<file path="config.mk">
export PLATFORM = sky130hd
export DESIGN_NAME = escritura_memoria_to_registro
export DESIGN_NICKNAME = d
export VERILOG_FILES = /design/src/rtl/escritura_memoria_to_registro.sv
export SDC_FILE = /design/constraint.sdc
export NUM_CORES = 1
export LEC_CHECK = 0
export ABC_AREA = 1
export BUFFER_PORTS_ARGS = -buffer_cell sky130_fd_sc_hd__buf_2
export CORE_MARGIN = 2
export CORE_UTILIZATION = 64
export CTS_CLUSTER_SIZE = 14
export DETAILED_ROUTE_END_ITERATION = 12
export GPL_ROUTABILITY_DRIVEN = 1
export PLACE_DENSITY_LB_ADDON = 0.12
export SKIP_CTS_REPAIR_TIMING = 1
export SYNTH_ARGS = -nofsm -noshare
export SYNTH_HDL_FRONTEND = slang
export SYNTH_SLANG_ARGS = --single-unit
</file>
<file path="constraint.sdc">
create_clock -name clk -period 15.7 [get_ports clk]
set_input_delay 4.71 -clock clk [delete_from_list [all_inputs] [get_ports clk]]
set_output_delay 4.71 -clock clk [all_outputs]
set_load 0.01 [all_outputs]
</file>
<file path="src/rtl/escritura_memoria_to_registro.sv">
// Write-side bus front end: buffers Depth signed samples from the processor bus
// and streams them to the neural network core under a valid/ready handshake.
module escritura_memoria_to_registro #(
  parameter int Width = 24,
  parameter int Depth = 4
) (
  input  logic                       clk,
  input  logic                       reset,
  input  logic                       Write,
  input  logic [8:0]                 Address,
  input  logic signed [Width-1:0]    InDato,
  input  logic                       CoreReady,
  input  logic                       CoreDone,
  output logic signed [Width-1:0]    OutDato,
  output logic                       OutValid,
  output logic                       StartOut,
  output logic                       ClearError,
  output logic                       Overrun,
  output logic                       Busy,
  output logic [$clog2(Depth+1)-1:0] Count
);

  localparam int CW = $clog2(Depth + 1);
  localparam int PW = $clog2(Depth);

  localparam logic [8:0] ADDR_DATA  = 9'h002;
  localparam logic [8:0] ADDR_START = 9'h003;
  localparam logic [8:0] ADDR_CLEAR = 9'h005;
  localparam logic [8:0] ADDR_FLUSH = 9'h006;

  localparam logic signed [Width-1:0] CMD_ONE = Width'(1);

  typedef enum logic [1:0] {
    IDLE      = 2'd0,
    STREAM    = 2'd1,
    WAIT_DONE = 2'd2
  } state_t;

  state_t                  r_state;
  logic signed [Width-1:0] r_buf [Depth];
  logic [CW-1:0]           r_count;
  logic [PW-1:0]           r_rd_ptr;
  logic signed [Width-1:0] r_dato;
  logic                    r_valid;
  logic                    r_start;
  logic                    r_clear;
  logic                    r_overrun;
  logic                    r_busy;

  logic          w_wr_data;
  logic          w_wr_start;
  logic          w_wr_clear;
  logic          w_wr_flush;
  logic          w_full;
  logic          w_accept_data;
  logic [PW-1:0] w_wr_idx;

  // Command writes only act when the data word is exactly 1.
  assign w_wr_data     = Write && (Address == ADDR_DATA);
  assign w_wr_start    = Write && (Address == ADDR_START) && (InDato == CMD_ONE);
  assign w_wr_clear    = Write && (Address == ADDR_CLEAR) && (InDato == CMD_ONE);
  assign w_wr_flush    = Write && (Address == ADDR_FLUSH) && (InDato == CMD_ONE);
  assign w_full        = (r_count == CW'(Depth));
  assign w_accept_data = w_wr_data && (r_state == IDLE) && !w_full;
  assign w_wr_idx      = r_count[PW-1:0];

  // NOTE: sequential state uses non-blocking assignments so every register
  // samples the pre-edge values, regardless of statement order in the block.
  always_ff @(posedge clk or posedge reset) begin
    if (reset) begin
      r_state   <= IDLE;
      r_count   <= '0;
      r_rd_ptr  <= '0;
      r_dato    <= '0;
      r_valid   <= 1'b0;
      r_start   <= 1'b0;
      r_clear   <= 1'b0;
      r_overrun <= 1'b0;
      r_busy    <= 1'b0;
      // NOTE: the sample buffer is cleared too, so reset leaves no stale data
      // visible; a plain storage array would normally be left unreset.
      for (int i = 0; i < Depth; i++) r_buf[i] <= '0;
    end else begin
      r_clear <= w_wr_clear;

      // Clear first, then set, so a drop in the same cycle leaves Overrun high.
      if (w_wr_clear) r_overrun <= 1'b0;
      if (w_wr_data && !w_accept_data) r_overrun <= 1'b1;

      if (w_wr_flush) begin
        r_state  <= IDLE;
        r_count  <= '0;
        r_rd_ptr <= '0;
        r_dato   <= '0;
        r_valid  <= 1'b0;
        r_start  <= 1'b0;
        r_busy   <= 1'b0;
      end else begin
        r_start <= 1'b0;
        case (r_state)
          IDLE: begin
            if (w_accept_data) begin
              r_buf[w_wr_idx] <= InDato;
              r_count         <= r_count + CW'(1);
            end else if (w_wr_start && w_full) begin
              r_state  <= STREAM;
              r_start  <= 1'b1;
              r_valid  <= 1'b1;
              r_dato   <= r_buf[0];
              r_rd_ptr <= '0;
              r_busy   <= 1'b1;
            end
          end

          STREAM: begin
            if (r_valid && CoreReady) begin
              if (r_rd_ptr == PW'(Depth - 1)) begin
                r_state <= WAIT_DONE;
                r_valid <= 1'b0;
                r_dato  <= '0;
              end else begin
                r_rd_ptr <= r_rd_ptr + PW'(1);
                r_dato   <= r_buf[r_rd_ptr + PW'(1)];
              end
            end
          end

          WAIT_DONE: begin
            if (CoreDone) begin
              r_state  <= IDLE;
              r_count  <= '0;
              r_rd_ptr <= '0;
              r_busy   <= 1'b0;
            end
          end

          default: begin
            r_state <= IDLE;
            r_busy  <= 1'b0;
          end
        endcase
      end
    end
  end

  assign OutDato    = r_dato;
  assign OutValid   = r_valid;
  assign StartOut   = r_start;
  assign ClearError = r_clear;
  assign Overrun    = r_overrun;
  assign Busy       = r_busy;
  assign Count      = r_count;

endmodule

</file>
==> impl_results.rst <==
.. list-table::
   :header-rows: 1

   * - Metric
     - Value
   * - Worst slew margin
     - 0.300
   * - Starting density of the core
     - 0.651
   * - Path category of the worst min-delay check
     - flip-flop to flip-flop
   * - Max-slew violations
     - 0
   * - Type of element capturing the critical path
     - flip-flop
   * - Worst setup timing slack at the placement stage
     - 7.87 ns
   * - Via count of the routed design
     - 5982
   * - Power density over the cells
     - 155 nW/µm²
   * - Result of the run
     - finished clean
   * - Top library cells by usage in the layout, fill and taps aside
     - 227 x sky130_fd_sc_hd__nand2_1, 159 x sky130_fd_sc_hd__o21ai_0, 131 x sky130_fd_sc_hd__dfrtp_1
   * - DRC violations left
     - 0
   * - Actual slew at the worst max-slew pin
     - 1.05 ns
   * - Leading cell type in the layout, fill and taps excluded
     - sky130_fd_sc_hd__nand2_1
   * - # fillers
     - 738
   * - Crit start category
     - primary input
   * - Die Height
     - 106 µm
   * - Setup tns final
     - 0 ns
   * - Number of warnings issued by yosys
     - 0
   * - Overall routing resource usage
     - 0.314
   * - Required time at the endpoint of the critical path
     - 16.10 ns
   * - Post-Synthesis Net Count
     - 889
   * - Kind of cell adding the most delay to the critical path
     - simple AND/OR/NAND/NOR gates
   * - Mapped Avg Cell Area
     - 7.88 µm²
   * - Post-synthesis sequential area ratio
     - 0.498
   * - Maximum clock path buffer count
     - 2
   * - Remaining Overflow, GRT
     - 0
   * - Peak VDD IR
     - 0.000114 V
   * - CP peak stage delay
     - 0.75 ns
   * - Final setup skew
     - 0.00744 ns
   * - Remaining antenna violation count after routing
     - 0
   * - Final Hold Fails
     - 0
   * - Maximum level of the CTS H-tree
     - 4
   * - Placer's final routability congestion estimate
     - 0.805
   * - Synth Instances
     - 842
   * - Total of endpoints with negative setup slack in the final report
     - 0
   * - Total Routed Length
     - 16.6 mm
   * - Port Buf Inserts
     - 69
   * - Fraction of layout instances using a drive strength above 1
     - 0.129
   * - Ratio of final minimum period to clock period
     - 0.467
   * - Half-perimeter wire length after detailed placement
     - 10.3 mm
   * - Register bit total from synthesis
     - 132
   * - List of cells traversed by the critical path
     - buf_2 > inv_1 > nand2_1 > nor2_1 > inv_1 > nor2_1 > nand3_2 > nand3_2 > nand3_2 > o21ai_0 > nand2_1
   * - Maximum number of pins on one net before global-route repair
     - 100
   * - Area of the core
     - 10200 µm²
   * - Netlist cell types
     - 25
   * - Wire length of the first global-routing pass
     - 27.4 mm
   * - TritonCTS clock tree
     - done
   * - Unrepaired setup endpoints after global routing
     - false
   * - Buffers plus inverters on the worst setup path
     - 3
   * - Sequential cell area in the final layout
     - 3300 µm²
   * - Clock Sink Count
     - 132
   * - Worst skew pair latency
     - 0.52 ns
   * - Nets
     - 934
   * - Max-cap violations
     - 0
   * - Worst-path clk slew
     - 0.06 ns
   * - First-iteration detailed-routing DRC count
     - 614
   * - Area growth from synthesis to layout
     - 13.4%
   * - Placement row count
     - 37
   * - Max Fclk
     - 136 MHz
   * - Number of vias per cell after detailed routing
     - 5.79
   * - Vias in the first global route
     - 5763
   * - Period minus WS final
     - 7.33 ns
   * - Top-level port count
     - 70
   * - Highest-delay cell along the critical path
     - sky130_fd_sc_hd__nand3_2
   * - Routed length per placed instance
     - 16.0 µm
   * - Number of buffers inserted during clock tree synthesis
     - 17
   * - CP Class
     - primary input to flip-flop
   * - Syn Std Cell Area
     - 6630 µm²
   * - Number of antenna violations at the first check in global routing
     - 0
   * - CP most frequent cell
     - sky130_fd_sc_hd__nand3_2
   * - Peak fanout along the critical path
     - 49
   * - Die width
     - 106 µm
   * - First drt pass iteration count
     - 5
   * - Antenna diode instance count
     - 0
   * - Setup slack after layout
     - 8.37 ns
   * - Footprint of the multi-input gates
     - 2660 µm²
   * - Die footprint
     - 11200 µm²
   * - Cell leakage power
     - 3.81 nW
   * - Data arrival at the endpoint of the critical path
     - 7.73 ns
   * - Root Buffer Master
     - sky130_fd_sc_hd__clkbuf_8
-- through the flow --
step	power (mW)	hold WS, ns	utilization	cell area [µm²]	cells
4_1_cts	1.17	0.477	0.738	7520	1034
6_report	1.17	0.476	0.738	7520	1034
2_1_floorplan	0.685	0.446	-	6630	842
3_3_place_gp	0.785	0.461	0.685	6980	1004
3_5_place_dp	0.797	0.463	0.685	6980	1004
5_1_grt	1.24	0.494	0.738	7520	1034
-- tightest hold or removal path: stages, from the launching register on --
cell	delay (ns)
sky130_fd_sc_hd__dfrtp_1	0.34
sky130_fd_sc_hd__nand2_1	0.05
sky130_fd_sc_hd__nand2_1	0.05
-- registers in the layout, indices dropped and copies added, names as in the netlist --
name        cells
StartOut        1
r_rd_ptr        2
OutValid        1
r_state         2
r_buf          96
OutDato        24
ClearError      1
Overrun         1
Count           3
Busy            1
-- cell families after synthesis --
logic type / count (synthesis) / synth area share
buf+inv: 168 / 0.103
xor+xnor: 1 / 0.00132
simple gates: 284 / 0.172
compound gates: 248 / 0.209
fa+ha+maj: 9 / 0.0170
flops: 132 / 0.498
-- layer usage --
metal | up-vias | wire length, µm | global-route usage
met5 | - | 0 | 0
met4 | 0 | 347 | 0.125
met3 | 37 | 1280 | 0.0823
met2 | 271 | 7770 | 0.489
met1 | 2868 | 7160 | 0.423
li1 | 2806 | - | -
-- report_power, final --
group | total, mW | internal (mW) | switching, mW
combinational | 0.390 | 0.126 | 0.264
clock | 0.370 | 0.232 | 0.138
sequential | 0.407 | 0.382 | 0.0243
total | 1.17 | 0.740 | 0.427
-- final timing paths --
path                             startpoint           to  slack [ns]  cells after the start
worst max register to register   r_state[1]     OutValid       12.73                      8
worst max-delay path             Address[6]     OutValid        8.37                     11
max in group asynchronous             reset  r_rd_ptr[0]        9.90                      3
min in group asynchronous             reset   OutDato[1]        4.27                      2
worst min-delay path            r_rd_ptr[1]  r_rd_ptr[1]        0.48                      2
worst min register to register  r_rd_ptr[1]  r_rd_ptr[1]        0.48                      2
-- final cells by class --
class	count	share of cell area
sequential	132	0.439
multi-input combinational	542	0.353
clock buffer	25	0.0617
inverter	117	0.0587
timing repair buffer	77	0.0539
tap	136	0.0226
clock inverter	5	0.0103
-- synthesized netlist by cell type --
master | instances | area share
sky130_fd_sc_hd__xnor2_1 | 1 | 0.0013
sky130_fd_sc_hd__nand3_1 | 12 | 0.0091
sky130_fd_sc_hd__buf_4 | 4 | 0.0045
sky130_fd_sc_hd__nand3_2 | 4 | 0.0060
sky130_fd_sc_hd__o211ai_1 | 7 | 0.0079
sky130_fd_sc_hd__buf_6 | 2 | 0.0034
sky130_fd_sc_hd__ha_1 | 9 | 0.017
sky130_fd_sc_hd__nor2_1 | 28 | 0.016
sky130_fd_sc_hd__o21a_1 | 26 | 0.029
sky130_fd_sc_hd__or2_2 | 1 | 0.00094
sky130_fd_sc_hd__clkbuf_1 | 28 | 0.016
sky130_fd_sc_hd__inv_2 | 1 | 0.00057
sky130_fd_sc_hd__o2111ai_1 | 17 | 0.022
sky130_fd_sc_hd__or3b_2 | 1 | 0.0013
sky130_fd_sc_hd__nand4_1 | 6 | 0.0057
sky130_fd_sc_hd__and3_1 | 1 | 0.00094
sky130_fd_sc_hd__o21ai_1 | 15 | 0.011
sky130_fd_sc_hd__nand2_1 | 227 | 0.13
sky130_fd_sc_hd__dfrtp_1 | 132 | 0.50
sky130_fd_sc_hd__inv_1 | 116 | 0.066
sky130_fd_sc_hd__o21ai_0 | 159 | 0.12
sky130_fd_sc_hd__nor3_1 | 1 | 0.00075
sky130_fd_sc_hd__nor2_2 | 3 | 0.0028
sky130_fd_sc_hd__a21oi_1 | 24 | 0.018
sky130_fd_sc_hd__buf_2 | 17 | 0.013
Power figures use the tool's default switching activity.
